### src/rtl/wb_pkg.sv
// Shared Wishbone definitions: slave and master FSM encodings, request record
// and the address-decode helper used by the slave memory.
package wb_pkg;

    typedef enum logic [1:0] {IDLE, WAIT, RESP} slv_state_t;

    typedef enum logic [1:0] {M_IDLE, M_REQ, M_HOLD} mst_state_t;

    localparam int         WORD_SHIFT = 2;
    localparam logic [1:0] ALIGN_MASK = 2'b11;

    typedef struct packed {
        logic        we;
        logic [31:0] adr;
        logic [31:0] dat;
        logic [3:0]  sel;
    } wb_req_t;

    // Unsigned offset wraps for adr < base, so a single compare covers both ends.
    function automatic logic addr_ok(input logic [31:0] adr,
                                     input logic [31:0] base,
                                     input logic [31:0] span);
        return ((adr[1:0] & ALIGN_MASK) == 2'b00) && ((adr - base) < span);
    endfunction

endpackage

### src/rtl/wb_slave_mem_if.sv
// Wishbone classic bus bundle between one master and the slave memory.
interface wb_slave_mem_if;

    logic        wb_cyc_i;
    logic        wb_stb_i;
    logic        wb_we_i;
    logic [31:0] wb_adr_i;
    logic [31:0] wb_dat_i;
    logic [3:0]  wb_sel_i;
    logic [31:0] wb_dat_o;
    logic        wb_ack_o;
    logic        wb_err_o;

    modport master (
        output wb_cyc_i, wb_stb_i, wb_we_i, wb_adr_i, wb_dat_i, wb_sel_i,
        input  wb_dat_o, wb_ack_o, wb_err_o
    );

    modport slave (
        input  wb_cyc_i, wb_stb_i, wb_we_i, wb_adr_i, wb_dat_i, wb_sel_i,
        output wb_dat_o, wb_ack_o, wb_err_o
    );

endinterface

### src/rtl/wb_mem_bytes.sv
// Single-port DEPTH x 32 word store with per-byte write enables and
// asynchronous read.
module wb_mem_bytes #(
    parameter int DEPTH = 16,
    parameter int AW    = $clog2(DEPTH)
) (
    input  logic          clk,
    input  logic [AW-1:0] addr,
    input  logic [3:0]    we,
    input  logic [31:0]   wdata,
    output logic [31:0]   rdata
);

    logic [31:0] mem [DEPTH];

    // NOTE: storage is deliberately not reset; its contents after reset are don't-care.
    always_ff @(posedge clk) begin
        for (int b = 0; b < 4; b++) begin
            if (we[b]) mem[addr][8*b +: 8] <= wdata[8*b +: 8];
        end
    end

    assign rdata = mem[addr];

endmodule

### src/rtl/wb_slave_mem.sv
// Wishbone slave memory: latches one request, inserts WAIT_CYCLES wait states,
// then terminates with a single-cycle ack (valid) or err (bad address).
module wb_slave_mem
    import wb_pkg::*;
#(
    parameter int          DEPTH       = 16,
    parameter int          WAIT_CYCLES = 1,
    parameter logic [31:0] BASE_ADDR   = 32'h0000_0000
) (
    input  logic          clk,
    input  logic          rst,
    wb_slave_mem_if.slave bus
);

    localparam int          AW      = $clog2(DEPTH);
    localparam logic [31:0] SPAN    = 32'(4 * DEPTH);
    localparam logic [3:0]  LAST    = 4'(WAIT_CYCLES - 1);
    localparam bit          NO_WAIT = (WAIT_CYCLES == 0);

    slv_state_t  state;
    wb_req_t     req;
    wb_req_t     cur;
    logic [3:0]  wait_cnt;
    logic        ack_q;
    logic        err_q;
    logic [31:0] dat_q;
    logic [31:0] rd_data;
    logic        sample;
    logic        enter_resp;
    logic        cur_ok;
    logic [3:0]  byte_we;

    assign sample = bus.wb_cyc_i && bus.wb_stb_i;

    // In IDLE the live bus is the request being sampled; afterwards only the latched copy counts.
    always_comb begin
        // NOTE: default assignment first so no path leaves cur unassigned (no latch).
        cur = req;
        if (state == IDLE) begin
            cur.we  = bus.wb_we_i;
            cur.adr = bus.wb_adr_i;
            cur.dat = bus.wb_dat_i;
            cur.sel = bus.wb_sel_i;
        end
    end

    assign cur_ok     = addr_ok(cur.adr, BASE_ADDR, SPAN);
    assign enter_resp = ((state == IDLE) && sample && NO_WAIT)
                     || ((state == WAIT) && bus.wb_cyc_i && (wait_cnt == LAST));
    assign byte_we    = (enter_resp && cur.we && cur_ok) ? cur.sel : 4'b0000;

    wb_mem_bytes #(
        .DEPTH (DEPTH),
        .AW    (AW)
    ) u_mem (
        .clk   (clk),
        .addr  (cur.adr[WORD_SHIFT +: AW]),
        .we    (byte_we),
        .wdata (cur.dat),
        .rdata (rd_data)
    );

    always_ff @(posedge clk or posedge rst) begin
        if (rst) begin
            state    <= IDLE;
            wait_cnt <= '0;
            req      <= '0;
            ack_q    <= 1'b0;
            err_q    <= 1'b0;
            dat_q    <= '0;
        end else begin
            // NOTE: non-blocking throughout so every register sees pre-edge values.
            ack_q <= enter_resp && cur_ok;
            err_q <= enter_resp && !cur_ok;
            dat_q <= (enter_resp && cur_ok && !cur.we) ? rd_data : '0;
            case (state)
                IDLE: begin
                    if (sample) begin
                        req      <= cur;
                        wait_cnt <= '0;
                        if (NO_WAIT) state <= RESP;
                        else         state <= WAIT;
                    end
                end
                WAIT: begin
                    if (!bus.wb_cyc_i) begin
                        state    <= IDLE;
                        wait_cnt <= '0;
                    end else if (wait_cnt == LAST) begin
                        state    <= RESP;
                        wait_cnt <= '0;
                    end else begin
                        wait_cnt <= wait_cnt + 4'd1;
                    end
                end
                RESP:    state <= IDLE;
                default: state <= IDLE;
            endcase
        end
    end

    assign bus.wb_ack_o = ack_q;
    assign bus.wb_err_o = err_q;
    assign bus.wb_dat_o = dat_q;

endmodule

### src/flat_wrapper.sv
// flat-port wrapper written by rule: the top's interface ports become plain ports
module wb_slave_mem_flat import wb_pkg::*;
#(
    parameter int          DEPTH       = 16,
    parameter int          WAIT_CYCLES = 1,
    parameter logic [31:0] BASE_ADDR   = 32'h0000_0000
)
  (clk, rst, bus_wb_cyc_i, bus_wb_stb_i, bus_wb_we_i, bus_wb_adr_i, bus_wb_dat_i, bus_wb_sel_i, bus_wb_dat_o, bus_wb_ack_o, bus_wb_err_o);
  wb_slave_mem_if bus_i ();
  input  logic clk;
  input  logic rst;
  input wire logic [$bits(bus_i.wb_cyc_i)-1:0] bus_wb_cyc_i;
  input wire logic [$bits(bus_i.wb_stb_i)-1:0] bus_wb_stb_i;
  input wire logic [$bits(bus_i.wb_we_i)-1:0] bus_wb_we_i;
  input wire logic [$bits(bus_i.wb_adr_i)-1:0] bus_wb_adr_i;
  input wire logic [$bits(bus_i.wb_dat_i)-1:0] bus_wb_dat_i;
  input wire logic [$bits(bus_i.wb_sel_i)-1:0] bus_wb_sel_i;
  output wire logic [$bits(bus_i.wb_dat_o)-1:0] bus_wb_dat_o;
  output wire logic [$bits(bus_i.wb_ack_o)-1:0] bus_wb_ack_o;
  output wire logic [$bits(bus_i.wb_err_o)-1:0] bus_wb_err_o;
  assign bus_i.wb_cyc_i = bus_wb_cyc_i;
  assign bus_i.wb_stb_i = bus_wb_stb_i;
  assign bus_i.wb_we_i = bus_wb_we_i;
  assign bus_i.wb_adr_i = bus_wb_adr_i;
  assign bus_i.wb_dat_i = bus_wb_dat_i;
  assign bus_i.wb_sel_i = bus_wb_sel_i;
  assign bus_wb_dat_o = bus_i.wb_dat_o;
  assign bus_wb_ack_o = bus_i.wb_ack_o;
  assign bus_wb_err_o = bus_i.wb_err_o;
  wb_slave_mem #(.DEPTH(DEPTH), .WAIT_CYCLES(WAIT_CYCLES), .BASE_ADDR(BASE_ADDR)) u_core (.clk(clk), .rst(rst), .bus(bus_i));
endmodule
### config.mk
export PLATFORM = sky130hd
export DESIGN_NAME = wb_slave_mem_flat
export DESIGN_NICKNAME = d
export VERILOG_FILES = /design/src/rtl/wb_pkg.sv /design/src/rtl/wb_slave_mem_if.sv /design/src/rtl/wb_mem_bytes.sv /design/src/rtl/wb_slave_mem.sv /design/src/flat_wrapper.sv
export SDC_FILE = /design/constraint.sdc
export NUM_CORES = 1
export LEC_CHECK = 0
export ABC_CLOCK_PERIOD_IN_PS = 4500
export CAP_MARGIN = 0
export CORE_UTILIZATION = 60
export DETAILED_ROUTE_END_ITERATION = 6
export PLACE_DENSITY = 0.79
export SLEW_MARGIN = 25
export SYNTH_ARGS = -nofsm -noshare
export SYNTH_HDL_FRONTEND = slang
export SYNTH_HIERARCHICAL = 1
export SYNTH_SLANG_ARGS = --single-unit
### constraint.sdc
create_clock -name clk -period 4.5 [get_ports clk]
set_input_delay 0.9 -clock clk [delete_from_list [all_inputs] [get_ports clk]]
set_output_delay 0.9 -clock clk [all_outputs]
set_load 0.05 [all_outputs]
Yosys cells after proc, flatten, opt, wreduce, memory -nomap -nowiden
Memories as Yosys holds them, arrays and structs flattened. Index checks and enable logic that the tools add are counted.

Memories: 1. Output and inout port bits: 34. Bits in writable memories: 512. Flip-flop bits (word level): 109.

Mux-type cells: 19. Order comparisons: 1. Add/subtract/negate cells: 1. Equality and inequality tests: 3. Reductions and logical operators: 18.

Memories: u_core.u_mem.mem (words 16, width 32, read ports 1, clocked after memory_dff 0, write ports 1, line wb_mem_bytes.sv:14) `logic [31:0] mem [DEPTH];`.

Operators by type and width (number): 2-to-1 mux 69 bit (1); less-than comparator 32 x 7 -> 1 bit (second input constant) (1); 2-to-1 mux 32 bit (1); 2-to-1 mux 4 bit (4); logical AND 1 bit (9); 2-to-1 mux 1 bit (8); one-hot mux 4 bit (2 select lines) (1); 2-to-1 mux 2 bit (3); AND reduction 2 bit (3); adder 4 x 1 -> 4 bit (second input constant) (1); zero test 2 bit (2); zero test 4 bit (1); one-hot mux 2 bit (2 select lines) (1); != test 3 bit (second input constant) (1); == test 2 x 1 -> 1 bit (second input constant) (1); zero test 1 bit (2); != test 2 x 1 -> 1 bit (second input constant) (1); nonzero test 2 bit (1).

Longest topological paths before layout
Gate-level depths: netlist of the first run.

Depth in word-level cells: 8. Mapped depth: 12. Mapped depth without buffers: 7.

Hierarchy
Netlist of the first run, hierarchy kept.

By module, submodules not included: wb_mem_bytes (seq. area each 15374.7 µm², times used 1, cells each 879, area each 19484.9 µm²); wb_slave_mem (seq. area each 2727.6 µm², times used 1, cells each 420, area each 4743.3 µm²).

Worst setup path before layout of the first run
Ideal clock, no wire load.

Path type: input to register. Start: in bus_wb_adr_i[8]. End: mem u_core.u_mem.mem[11][0], enable pin. Library setup time: 0.370 ns. Buffers on the path: 1. Cell stages on the path: 7. Data required time: 4.130 ns. Path slack: 1.220 ns. Arrival: 2.910 ns. Cells stage by stage: nor4_1 nand3_1 a222oi_1 buf_2 and3_1 nand3_1 nor2_1.

Longest elaborated chain between the ends: 7.

Ends and longest elaborated chain: start, declared (line flat_wrapper.sv:15) `input wire logic [$bits(bus_i.wb_adr_i)-1:0] bus_wb_adr_i;`; 2-to-1 mux 69 bit (line wb_slave_mem.sv:39) `if (state == IDLE) begin`; less-than comparator 32 x 7 -> 1 bit (line wb_pkg.sv:23) `return ((adr[1:0] & ALIGN_MASK) == 2'b00) && ((adr - base) < span);`; logical AND 1 bit (line wb_pkg.sv:23); logical AND 1 bit (line wb_slave_mem.sv:50) `assign byte_we = (enter_resp && cur.we && cur_ok) ? cur.sel : 4'b0000;`; 2-to-1 mux 4 bit (line wb_slave_mem.sv:50); via u_core.byte_we[0] (line wb_slave_mem.sv:31) `logic [3:0] byte_we;`; 2-to-1 mux 1 bit (line wb_mem_bytes.sv:19) `if (we[b]) mem[addr][8*b +: 8] <= wdata[8*b +: 8];`; 2-to-1 mux 1 bit (not written as such) (line wb_mem_bytes.sv:19); end, declared (line wb_mem_bytes.sv:14).

The timed path passes the listed nets, and every way through them passes these cells.

Final worst setup path of the first run
Start: in bus_wb_adr_i[7]. End: mem u_core.u_mem.mem[7][12], enable pin.

Same word-level chain as after synthesis.

==> metrics.cfg, run 1 <==
[synth]
synth.top_cells.by_area = sky130_fd_sc_hd__edfxtp_1, sky130_fd_sc_hd__mux4_2, sky130_fd_sc_hd__dfrtp_1
post_synth.cell_area_avg_um2 = 18.7
ys_ff_latch = 621
syn_inst = 1299
syn_area_um2 = 24200
synth_top_area_share_pct = 63.5
yosysSeqAreaShare_pct = 74.7
library_cells_used_by_synthesis = 36
ys_async_sr_fraction_pct = 17.6
yosysWarnings = 6
area_leader_netlist = sky130_fd_sc_hd__edfxtp_1
syn_nets = 1374
synth_edf_count = 512
synth_top_flop_cell = sky130_fd_sc_hd__edfxtp_1

[power]
peakVddDrop_mv = 0.382
cellLeakagePower_nw = 9.95
power_per_cell_area_nw_per_um2 = 471

[die]
rows = 73
fp.coreArea_um2 = 39800
floorplan.initialDensity_pct = 60.8
x_dimension_of_the_die_um = 203
die_area_um2 = 41200
die_h_um = 203
ioPinCount = 107

[job]
max-cap-violations = 0

[worst_hold_path]
hp-class = flip-flop to flip-flop
hold_path_cells = 1
end_point_of_the_worst_hold_path = u_core/req[55]
worst_hold_startpoint = u_core/req[55]

[worst_setup_path]
path_max_fanout = 28
worst_r2r_endpoint = u_core/bus.wb_dat_o[31]
crit_required_ns = 4.74
reg2reg_setup_slack_ns = 0.89
critPathCaptureType = flip-flop
critical_path.reg2reg.startpoint = u_core/state[1]
criticalPathCategory = primary input to flip-flop
timing.critical_path.from_type = primary input
crit_path_cell_trace = clkdlybuf4s50_1 -> nor4_1 -> nand3_1 -> a222oi_1 -> buf_12 -> and3_1 -> nand3_1 -> nor2_1
most_frequent_cp_cell = sky130_fd_sc_hd__nand3_1
cpMaxStageDelayCell = sky130_fd_sc_hd__nor2_1
critPathBufInv = 2
cpPeakStageDelay_ns = 0.60
critical_path_arrival_ns = 3.87
crit_family = simple AND/OR/NAND/NOR gates
ff2ff_path_depth = 9

[route]
post_drt_via_cell_ratio = 6.37
met3_wirelength_mm = 4.53
detailroute.via_count = 13058
wl_met1_mm = 20.1
wl_per_cell_um = 26.5
drcViolationCount = 0
wl_met2_mm = 27.9
wl_mm = 54.3
tritonroute_pass_1_iters = 5
maxUsedRoutingLayer = met4
drt.antenna.violating_nets = 0
violation_count_after_the_first_detailed_route_iteration = 1254

[final_layout]
layout_cells_sized_above_1_pct = 26.0
design.final.nets = 1549
syn2layout_area_growth_pct = 17.2
final_core_utilization_pct = 71.3
layout.cells.most_common = sky130_fd_sc_hd__edfxtp_1
post-route-cell-area_um2 = 28400
filler_cell_count = 2372
layout_common_cells = sky130_fd_sc_hd__edfxtp_1, sky130_fd_sc_hd__nand2_1, sky130_fd_sc_hd__mux4_2
insertedDiodeCount = 0
multi_input_area_um2 = 5810
layout.area.seq_um2 = 18100

[sta]
max_slew.worst_pin.slew_ns = 1.03
finalSetupViolCount = 0
totalNegativeSetupSlack_ns = 0
finalWorstSetupSlack_ns = 0.863
hold_viol_final = 0
slew_violations = 0
max-slew-margin-rel_pct = 31.7
max_clock_freq_ghz = 0.275
period_share_pct = 80.8
layout_min_cycle_time_ns = 3.64
clock_skew_ns = 0.0130
rsz_0062_raised_after_global_routing = no

[clock_network]
cts_setup_buffers = 0
clock_latency_ns = 0.61
clkSinkCount = 621
ctsLongestPathBuffers = 3
tritoncts = built
cts_root_buf = sky130_fd_sc_hd__clkbuf_16
post_cts_hold_buffer_count = 0
cts_repair_resize_count = 0
numCtsBuffers = 59
cts.clk_slew.worst_paths_ns = 0.06
cts-htree-levels = 2

[placement]
port_buffers = 106
dpl.hpwl_mm = 33.4
placedInstanceArea_um2 = 26300
gp_routability_congestion = 0.819
pre_cts_ws_ns = 0.358

[global_routing]
groute.usage.overall_pct = 27.5
first_global_vias = 13546
grt_start_max_net_pins = 80
grt_antenna_before_repair = 0
grt_remaining_overflow = 0
first_pass_grt_wire_length_mm = 83.0

[run_status]
outcome = finished clean

Yosys cell counts, types with 2 or more instances:
library cell,n
sky130_fd_sc_hd__a21o_1,2
sky130_fd_sc_hd__nand2_1,163
sky130_fd_sc_hd__and4_1,32
sky130_fd_sc_hd__nor3b_1,4
sky130_fd_sc_hd__nor2_1,71
sky130_fd_sc_hd__buf_6,6
sky130_fd_sc_hd__nor2b_1,4
sky130_fd_sc_hd__or2_1,2
sky130_fd_sc_hd__nor4_1,13
sky130_fd_sc_hd__inv_1,3
sky130_fd_sc_hd__nand2b_1,2
sky130_fd_sc_hd__mux2_2,69
sky130_fd_sc_hd__and3_1,6
sky130_fd_sc_hd__buf_4,2
sky130_fd_sc_hd__nand3_1,11
sky130_fd_sc_hd__mux4_2,128
sky130_fd_sc_hd__o21ai_0,5
sky130_fd_sc_hd__dfrtp_1,109
sky130_fd_sc_hd__ha_1,2
sky130_fd_sc_hd__a21oi_1,6
sky130_fd_sc_hd__clkbuf_1,54
sky130_fd_sc_hd__buf_2,15
sky130_fd_sc_hd__edfxtp_1,512
sky130_fd_sc_hd__nand4_1,3
sky130_fd_sc_hd__a22oi_1,64
power breakdown:
part / switching [mW] / leakage (nW) / internal [mW] / total [mW]
combinational: 0.938 / 2.94 / 0.642 / 1.58
sequential: 0.0904 / 6.00 / 6.56 / 6.65
clock: 2.09 / 1.01 / 3.05 / 5.14
flip-flops by register name (all words and copies together) (netlist names):
signal	cells
u_core/bus.wb_dat_o	32
u_core/bus.wb_ack_o	1
u_core/bus.wb_err_o	1
u_core/u_mem/mem	512
u_core/state	2
u_core/wait_cnt	4
u_core/req	69
worst max-delay path by stage:
stage	startpoint	endpoint	cells after the start
after floorplan	rst	u_core/bus.wb_ack_o	1
after global placement	bus_wb_adr_i[7]	u_core/u_mem/mem[3][14]	8
after detailed placement	bus_wb_adr_i[7]	u_core/u_mem/mem[4][10]	8
after CTS	bus_wb_adr_i[7]	u_core/u_mem/mem[7][15]	8
after global routing	bus_wb_adr_i[7]	u_core/u_mem/mem[7][15]	8
final	bus_wb_adr_i[7]	u_core/u_mem/mem[7][12]	8
cells by family after synthesis:
group / count (synthesis) / share of synthesized area (%)
AOI/OAI and AO/OA: 83 / 2.50
and+or+nand+nor: 315 / 6.03
adders and majority gates: 2 / 0.103
DFF: 621 / 74.7
muxes: 197 / 15.1
buffers and inverters: 81 / 1.55
per-stage QoR:
stage | instances | hold WS [ns] | total power [mW]
after floorplan | 1299 | 0.470 | 7.79
after global placement | 1938 | 0.484 | 8.27
after detailed placement | 1938 | 0.488 | 8.34
after CTS | 2049 | 0.506 | 13.4
after global routing | 2049 | 0.509 | 13.8
final | 2049 | 0.503 | 13.4
cell type report:
class                           count  area share, %
Clock buffer                       79           5.98
Timing Repair Buffer              192           6.19
Clock inverter                     32           1.25
Sequential cell                   621           63.8
Multi-Input combinational cell    597           20.5
Tap cell                          525           2.31
Inverter                            3         0.0573
per-layer routing:
metal	vias to the layer above	track usage, %
met1	6766	37.3
li1	5506	-
met2	673	46.1
met3	113	4.19
met4	0	9.77
met5	-	0
(Power assumes the default switching activity.)
==> run 2: changes to the inputs <==
--- a/config.mk
+++ b/config.mk
@@ -5,11 +5,11 @@
 export SDC_FILE = /design/constraint.sdc
 export NUM_CORES = 1
 export LEC_CHECK = 0
-export ABC_CLOCK_PERIOD_IN_PS = 4500
+export ABC_CLOCK_PERIOD_IN_PS = 3200
 export CAP_MARGIN = 0
-export CORE_UTILIZATION = 60
+export CORE_UTILIZATION = 54
 export DETAILED_ROUTE_END_ITERATION = 6
-export PLACE_DENSITY = 0.79
+export PLACE_DENSITY = 0.75
 export SLEW_MARGIN = 25
 export SYNTH_ARGS = -nofsm -noshare
 export SYNTH_HDL_FRONTEND = slang
==> constraint.sdc (replaced) <==
create_clock -name clk -period 3.2 [get_ports clk]
set_input_delay 0.64 -clock clk [delete_from_list [all_inputs] [get_ports clk]]
set_output_delay 0.64 -clock clk [all_outputs]
set_load 0.05 [all_outputs]
==> metrics.cfg, run 2 (synthesis gave the netlist of run 1 again) <==
[final_layout]
layout.cells.most_common = sky130_fd_sc_hd__edfxtp_1
post-route-cell-area_um2 = 29000
design.final.nets = 1594
final_core_utilization_pct = 65.6
filler_cell_count = 2865
insertedDiodeCount = 0
max_flop_register = u_core/u_mem/mem
layout_common_cells = sky130_fd_sc_hd__edfxtp_1, sky130_fd_sc_hd__nand2_1, sky130_fd_sc_hd__mux4_2
largest_reg_flops = 512
syn2layout_area_growth_pct = 19.7
layout_cells_sized_above_1_pct = 27.9

[clock_network]
ctsLongestPathBuffers = 3
post_cts_hold_buffer_count = 0
tritoncts = built
clkSinkCount = 621
cts.clk_slew.worst_paths_ns = 0.07
cts_root_buf = sky130_fd_sc_hd__clkbuf_16
numCtsBuffers = 59
clock_latency_ns = 0.62
cts-htree-levels = 2

[worst_setup_path]
most_frequent_cp_cell = sky130_fd_sc_hd__nand2_1
critical_path.reg2reg.startpoint = u_core/state[1]
crit_path_cell_trace = or2_2 -> nand2_1 -> nand2_4 -> buf_12 -> mux4_2 -> a22oi_1 -> nand2_1 -> and4_1
criticalPathCategory = flip-flop to flip-flop
timing.critical_path.from_type = flip-flop
crit_family = simple AND/OR/NAND/NOR gates
cpMaxStageDelayCell = sky130_fd_sc_hd__mux4_2
critPathBufInv = 1
critPathCaptureType = flip-flop
cpPeakStageDelay_ns = 0.54
path_max_fanout = 34
crit_required_ns = 3.70
critPathLaunch = u_core/state[1]
critical_path_arrival_ns = 3.48

[die]
fp.coreArea_um2 = 44200
x_dimension_of_the_die_um = 214
die_h_um = 214
die_area_um2 = 45700
floorplan.initialDensity_pct = 54.8
rows = 77
ioPinCount = 107

[sta]
max_slew.worst_pin.slew_ns = 0.722
clock_skew_ns = 0.0199
finalSetupViolCount = 0
hold_viol_final = 0
layout_min_cycle_time_ns = 2.99
max-slew-margin-rel_pct = 51.7
max_clock_freq_ghz = 0.335
period_share_pct = 93.3
slew_violations = 0
totalNegativeSetupSlack_ns = 0
rsz_0062_raised_after_global_routing = no

[power]
overall_power_after_layout_mw = 19.1
peakVddDrop_mv = 0.508
cellLeakagePower_nw = 10.2
power_per_cell_area_nw_per_um2 = 660

[global_routing]
groute.usage.overall_pct = 23.8
grt_start_max_net_pins = 41
first_pass_grt_wire_length_mm = 79.1
grt_remaining_overflow = 0
first_global_vias = 13314
grt_antenna_before_repair = 0

[job]
max-cap-violations = 0

[run_status]
outcome = finished clean

[worst_hold_path]
hp-class = primary input to asynchronous set/reset pin

[route]
violation_count_after_the_first_detailed_route_iteration = 1044
wl_mm = 51.4
drt.antenna.violating_nets = 0
detailroute.via_count = 12757
drcViolationCount = 0
tritonroute_pass_1_iters = 5
wl_per_cell_um = 23.8
post_drt_via_cell_ratio = 5.90

[placement]
gp_routability_congestion = 0.818
port_buffers = 106
placedInstanceArea_um2 = 26900
dpl.hpwl_mm = 33.5

run 2: repair_timing:
| action | 4_1_cts | 5_1_grt |
|---|---|---|
| resized for setup | 0 | 1 |
| setup buffers | 0 | 0 |
| endpoints found under the setup margin | 0 | 10 |
run 2: path summary, 6_finish.rpt:
path,end,slack [ns],cells after the start
setup reg to reg,u_core/bus.wb_dat_o[10],0.21,8
min in group clk,u_core/req[63],0.51,1
setup / recovery,u_core/bus.wb_dat_o[10],0.21,8
hold reg to reg,u_core/req[63],0.51,1
max in group asynchronous,u_core/bus.wb_dat_o[23],2.18,3
hold / removal,u_core/req[52],0.38,2
run 2: metal layers:
metal,share of wire (%),vias to the layer above,routed length [µm],GRT usage (%)
li1,-,5603,-,-
met1,39,6613,20000,30.9
met2,52,438,26500,40.3
met3,6.4,103,3290,4.22
met4,3.1,0,1610,9.24
met5,0,-,0,0
run 2: area by class of cell:
class                      instances  area [µm²]  share of cell area (%)
clock buffer                      70        1560                    5.38
clock inverter                    41         568                    1.96
inverter                           3        15.0                  0.0518
multi-input combinational        597        5810                    20.1
sequential                       621       18100                    62.4
tap                              592         741                    2.55
timing repair buffer             237        2190                    7.57
run 2: metrics by stage:
stage	setup slack, ns	hold slack (ns)	instances
after detailed placement	-0.115	0.489	2050
after CTS	0.125	0.372	2161
after floorplan	0.180	0.470	1299
final	0.215	0.385	2161
after global placement	-0.0453	0.484	2050
after global routing	0.0232	0.412	2161
run 2: report_power, final:
part / total (mW) / leakage [nW] / internal (mW) / switching (mW)
combinational: 2.30 / 3.20 / 0.991 / 1.30
sequential: 9.35 / 6.00 / 9.22 / 0.124
clock: 7.50 / 1.03 / 4.54 / 2.96
total: 19.1 / 10.2 / 14.8 / 4.39
